<file path="src/rtl/shift_sequencer.sv">
// Iterative shift/rotate unit for the EX stage. It consumes the shift amount
// two bits per cycle (one bit on an odd tail), stalls the pipeline while busy,
// and pulses Done with the registered result.
module shift_sequencer #(
  parameter int WIDTH   = 32,
  parameter int SHAMT_W = 5
) (
  input  logic               Clk,
  input  logic               Reset_n,
  input  logic               Start,
  input  logic               Flush,
  input  logic [1:0]         Op,
  input  logic [SHAMT_W-1:0] Shamt,
  input  logic [WIDTH-1:0]   In,
  output logic               Ready,
  output logic               Busy,
  output logic               Done,
  output logic [WIDTH-1:0]   Out
);

  typedef enum logic [1:0] {
    S_IDLE  = 2'd0,
    S_SHIFT = 2'd1,
    S_DONE  = 2'd2
  } state_t;

  state_t             state_q, state_d;
  logic [WIDTH-1:0]   acc_q, acc_d;
  logic [WIDTH-1:0]   out_q, out_d;
  logic [SHAMT_W-1:0] rem_q, rem_d;
  logic [1:0]         op_q, op_d;

  logic               step_two;
  logic [WIDTH-1:0]   step_val;
  logic [SHAMT_W-1:0] rem_post;

  // One shift step on the working value; a zero remainder leaves it untouched.
  always_comb begin
    step_two = (rem_q >= SHAMT_W'(2));
    step_val = acc_q;
    rem_post = step_two ? (rem_q - SHAMT_W'(2)) : '0;
    if (rem_q != '0) begin
      case (op_q)
        2'b00: step_val = step_two ? {acc_q[WIDTH-3:0], 2'b00}
                                   : {acc_q[WIDTH-2:0], 1'b0};
        2'b01: step_val = step_two ? {2'b00, acc_q[WIDTH-1:2]}
                                   : {1'b0, acc_q[WIDTH-1:1]};
        2'b10: step_val = step_two ? {{2{acc_q[WIDTH-1]}}, acc_q[WIDTH-1:2]}
                                   : {acc_q[WIDTH-1], acc_q[WIDTH-1:1]};
        default: step_val = step_two ? {acc_q[1:0], acc_q[WIDTH-1:2]}
                                     : {acc_q[0], acc_q[WIDTH-1:1]};
      endcase
    end
  end

  always_comb begin
    state_d = state_q;
    acc_d   = acc_q;
    rem_d   = rem_q;
    op_d    = op_q;
    out_d   = out_q;
    if (Flush) begin
      state_d = S_IDLE;
    end else begin
      case (state_q)
        S_IDLE: begin
          if (Start) begin
            acc_d   = In;
            rem_d   = Shamt;
            op_d    = Op;
            state_d = S_SHIFT;
          end
        end
        S_SHIFT: begin
          acc_d = step_val;
          rem_d = rem_post;
          if (rem_post == '0) begin
            out_d   = step_val;
            state_d = S_DONE;
          end
        end
        S_DONE:  state_d = S_IDLE;
        default: state_d = S_IDLE;
      endcase
    end
  end

  always_ff @(posedge Clk) begin
    if (!Reset_n) begin
      state_q <= S_IDLE;
      acc_q   <= '0;
      rem_q   <= '0;
      op_q    <= '0;
      out_q   <= '0;
    end else begin
      state_q <= state_d;
      acc_q   <= acc_d;
      rem_q   <= rem_d;
      op_q    <= op_d;
      out_q   <= out_d;
    end
  end

  // Status flags come straight from the state register.
  assign Ready = (state_q == S_IDLE);
  assign Busy  = (state_q == S_SHIFT);
  assign Done  = (state_q == S_DONE);
  assign Out   = out_q;

endmodule

</file>
<file path="config.mk">
export PLATFORM = sky130hd
export DESIGN_NAME = shift_sequencer
export DESIGN_NICKNAME = d
export VERILOG_FILES = /design/src/rtl/shift_sequencer.sv
export SDC_FILE = /design/constraint.sdc
export NUM_CORES = 1
export LEC_CHECK = 0
export BUFFER_PORTS_ARGS = -buffer_cell sky130_fd_sc_hd__buf_4
export CAP_MARGIN = 15
export CORE_AREA = 2 2 87 89
export CTS_BUF_LIST = sky130_fd_sc_hd__clkbuf_4
export CTS_CLUSTER_SIZE = 14
export DETAILED_ROUTE_END_ITERATION = 10
export DIE_AREA = 0 0 89 91
export PLACE_DENSITY = 0.83
export SETUP_SLACK_MARGIN = 0.1
export SYNTH_ARGS = -nofsm -noshare
export SYNTH_HDL_FRONTEND = slang
export SYNTH_SLANG_ARGS = --single-unit
</file>
<file path="constraint.sdc">
create_clock -name Clk -period 3.3 [get_ports Clk]
set_input_delay 0 -clock Clk [delete_from_list [all_inputs] [get_ports Clk]]
set_output_delay 0 -clock Clk [all_outputs]
set_load 0.01 [all_outputs]
</file>
Word level (Yosys, flattened, before mapping)
Cells that the tools add are included.
W data, S select, Z words.
- logic and storage cells: 39
- input bits: 43
- flip-flop bits (word level): 73
- $lt $le $gt $ge: 1
- equality and inequality tests: 6
- reduce and logical (&&, ||, !) cells: 10
- add/subtract/negate cells: 1
- bitwise gates (word level): 2
- muxes and demuxes: 14
- operators by type and width (cell ; number):
    $mux W32 ; 4
    $pmux W32 S3 ; 1
    $pmux W32 S2 ; 1
    $mux W31 ; 1
    $mux W30 ; 1
    $mux W5 ; 2
    $pmux W5 S2 ; 1
    $reduce_and A3 Y1 ; 3
    $ge A5 B2 Y1 const B ; 1
    $logic_not A5 Y1 ; 1
    $reduce_bool A5 Y1 ; 1
    $sub A5 B2 Y5 const B ; 1
    $eq A2 B1 Y1 const B ; 2
    $eq A2 B2 Y1 const B ; 2
    $logic_not A2 Y1 ; 2
    $mux W2 ; 2
    $pmux W2 S2 ; 1
    $ne A2 B1 Y1 const B ; 1
    $ne A2 B2 Y1 const B ; 1
    $not A1 Y1 ; 2
    $reduce_and A2 Y1 ; 1
    $reduce_bool A2 Y1 ; 1
    $reduce_or A2 Y1 ; 1

Depth between registers and ports, before layout
- depth after elaboration: 5
- depth in mapped cells: 9

Least setup slack after synthesis
Ideal clock, no wire load.
- path type: reg2reg
- start: reg rem_q[1]
- end: reg out_q[30] (netlist: Out[30])
- library setup time: 117 ps
- path buffers: 1
- path slack: 1363 ps
- clock period less this slack: 1937 ps
- cell stages (with the launch flop): 9
- arrival time: 1819 ps
- cell sequence: dfxtp_1 inv_1 ha_1 nor3b_4 nand2_4 buf_6 mux2i_1 a221o_1 a32o_1
- word-level cells in the longest chain between the ends: 4
- ends and longest elaborated chain (item ; RTL line ; RTL):
    from (decl) ; 30 ; logic [SHAMT_W-1:0] rem_q, rem_d;
    from (signal assigned) ; 98 ; rem_q <= rem_d;
    $sub A5 B2 Y5 / $ge A5 B2 Y1 (equally long branches) ; 41, 39 ;
    $mux W5 (tied with other cells) ; 41 ; rem_post = step_two ? (rem_q - SHAMT_W'(2)) : '0;
    $logic_not A5 Y1 / $pmux W32 S3 (equally long branches) ; 77, 43 ;
    $reduce_and A3 Y1 (no line) / $mux W32 (equally long branches) ; -- ;
    to (signal assigned) ; 100 ; out_q <= out_d;
    to (decl) ; 29 ; logic [WIDTH-1:0] out_q, out_d;
Parallel ways exist; a longest one is shown, timed or not.
A chain may end at the register's enable or synchronous reset.

Final worst setup path
- start: reg rem_q[1]
- end: reg out_q[21] (netlist: Out[21])
- word-level cells in the longest chain between the ends: 4
- ends and longest elaborated chain (item ; RTL line):
    $sub A5 B2 Y5 / $ge A5 B2 Y1 (equally long branches) ; 41, 39
    $mux W5 (tied with other cells) ; 41
    $logic_not A5 Y1 / $pmux W32 S3 (equally long branches) ; 77, 43
    $reduce_and A3 Y1 (no line) / $mux W32 (equally long branches) ; --
Parallel ways exist; a longest one is shown, timed or not.

==> summary.txt <==
Clock network
  – Num CTS Buffers: 9
  – Clock latency on the worst-skew pair: 440 ps
  – CTS sink cnt: 73
  – Root Buffer: clkbuf_4
  – CTS tree: built
  – Postcts setup bufs: 0
  – Register clock-pin slew on the reported worst setup and hold paths: 120 ps
  – Clock Tree Buf Depth: 2
  – CTS H-tree lvls: 3

Hold path
  – Worst hold-check path type: in -> reg

Global routing
  – First-pass GRT wire length: 19.4 mm
  – Vias in the first global route: 4129
  – Overflow left after global routing: 0
  – Initial antenna violation count: 0
  – Largest net degree at the start of global routing: 62
  – Total GRT Usage: 30.1%

Pwr
  – Sw Ratio: 31.6%
  – Pwr dens: 443 nW/um^2
  – Clock power frac: 30.2%
  – Final Power: 2370 uW
  – Logic gate share of total power: 28.4%
  – Power Internal: 1620 uW
  – Switching power total: 751 uW
  – Leakage Power: 0.00236 uW
  – Seq pwr share: 41.3%
  – VDD IR max: 317 uV

Floorplan
  – Chip width: 89 um
  – Die H: 91 um
  – # IOs: 78
  – Die area: 8100 sq um
  – Core area: 7140 sq um
  – Rows: 31
  – Initial Util: 58.5%

Synthesis
  – Distinct cells, synth: 60
  – Count leader, synth: o21ai_0
  – Top_reg_cell synth: dfxtp_1
  – Sequential-to-total area share from yosys stat: 35.0%
  – Synth Instances: 508
  – Number of flops mapped to enable cells by yosys: 0
  – Synth Cell Area: 4180 sq um
  – Post-synth top area cell: dfxtp_1
  – Synth Register Bits: 73
  – Synth Area per Inst: 8.22 sq um
  – Syn Nets: 552
  – Top cell type's share of synthesized area: 35.0%
  – Yosys Warn Count: 0
  – Asr flop ratio synth: 0%
  – Post-synth top cells: o21ai_0 (88), dfxtp_1 (73), a21oi_1 (58), mux2i_1 (51), clkbuf_1 (36)
  – Top post-synthesis cells by area: dfxtp_1 (35%), mux2i_1 (12%), o21ai_0 (11%), a21oi_1 (6.9%), or3_1 (4.0%)

Timing
  – RSZ-0062 raised after global routing: no
  – Relative max-transition margin: 29.2%
  – Final max-slew violation count: 0
  – WHS: 12.2 ps
  – Setup Viol. Count Final: 0
  – Setup TNS: 0 ps
  – Worst-Margin Slew: 1060 ps
  – Clock Skew: 14.0 ps
  – Final hold vios: 0
  – Tmin final: 2580 ps
  – Final period util: 78.1%
  – Max Fclk: 388 MHz

Critical path
  – Worst-case reg-to-reg path depth: 8
  – CP Launch Type: register
  – R2r endpoint: Out[21]
  – CP startpoint: rem_q[1]
  – RR Startpoint: rem_q[1]
  – Crit Path Category: reg -> reg
  – Critical path arrival: 2940 ps
  – CP max FO: 32
  – CP Capture Point: Out[21]
  – Critical path capture point type: register
  – Crit path required time: 3660 ps
  – R2R Setup Slk: 720 ps

Routing
  – Number of remaining DRC errors: 0
  – Vias per cell: 6.29
  – DRT antenna net count: 0
  – Initial DRC count: 322
  – DR pass1 iterations: 5
  – Routed WL per cell: 17.3 um
  – Via count: 4406
  – WL final: 12.1 mm

Place
  – GP Congestion: 0.925
  – Placed cell area: 4750 sq um
  – Detail Placement HPWL: 7.38 mm
  – Placed insts: 645
  – I/O Buffers: 77

Cells and area
  – Nets: 641
  – Final std cells w/o fill: 701
  – Design area: 5350 sq um
  – Ant. Diodes: 0
  – Share of cells above drive strength 1: 19.4%
  – Synth-to-Final Area Change: 28.1%

Run
  – Max Cap Viol: 0

Outcome
  – Status: complete, no violations
through the flow:
stage | setup WS [ps] | utilization [%]
floorplan | 1360 | -
global placement | 905 | 66.6
detailed placement | 770 | 66.6
CTS | 662 | 74.6
global route | 610 | 75.0
finish | 722 | 75.0
state kept, by name, indices dropped and copies added (netlist names):
name / count
op_q: 2
state_q: 2
acc_q: 32
Out: 32
rem_q: 5
cell families (layout without fill, tap and decap cells):
group,Yosys count,after routing,synth area share [%]
buf+inv,55,149,5.66
compound gates,210,210,29.4
xor+xnor,3,3,0.629
fa+ha+maj,1,1,0.299
flops,73,73,35.0
simple gates,110,110,15.5
mux,56,56,13.6
how the worst min path moves through the flow:
stage,startpoint,endpoint,slack (ps),cells after the start
3_5_place_dp,Flush,state_q[0],230,2
5_1_grt,In[18],acc_q[18],6,4
4_1_cts,In[18],acc_q[18],0.09,4
6_report,In[18],acc_q[18],10,4
2_1_floorplan,Flush,state_q[0],80,1
3_3_place_gp,Flush,state_q[0],220,2
layout make-up:
type / instances / area [sq um]
fillers: 551 / 1790
flip-flops and latches: 73 / 1460
repair buffers: 125 / 1060
clock inverters: 6 / 106
inverters: 8 / 30.0
well taps: 99 / 124
clock buffers: 10 / 75.1
multi-input cells: 380 / 2500
layer usage:
metal	up-vias	part of all wire [%]	GRT usage [%]
li1	2090	-	-
met1	2064	42	39.5
met2	219	48	47.4
met3	33	7.7	5.73
met4	0	2.4	13.6
met5	-	0	0
power groups by stage:
stage,Clock [uW],Sequential [uW],Combinational [uW]
finish,718,981,675
detailed placement,0,997,615
global placement,0,994,598
global route,773,987,729
CTS,720,978,660
floorplan,0,988,469
worst max-delay path, stage by stage, from the launching register on:
cell and delay, ps:
dfxtp_1 360, inv_1 80, ha_1 240, nor3b_4 390, and2_1 480, o2bb2ai_4 390
buf_16 240, o21ai_0 120, a21oi_1 180
cell usage in the layout (no fill, tap or decap), types with 3 or more instances in the layout:
master and instances:
a211o_1 3, a211oi_1 3, a21oi_1 58, a22oi_1 3
and3_1 23, buf_4 85, bufinv_16 3, clkbuf_4 10
dfxtp_1 73, dlygate4sd3_1 39, inv_1 7, mux2_2 5
mux2i_1 51, nand2_1 23, nand3_1 4, nor2_1 10
nor3_1 3, o211a_1 4, o211ai_1 4, o21ai_0 88
o221ai_1 5, o22ai_1 23, or3_1 27
what timing repair did:
item / in CTS / in global routing
hold buffers: 39 / 0
endpoints found under the hold margin: 40 / 0
resized for setup: 0 / 0
Note: power is estimated with default switching activity, not from simulation.
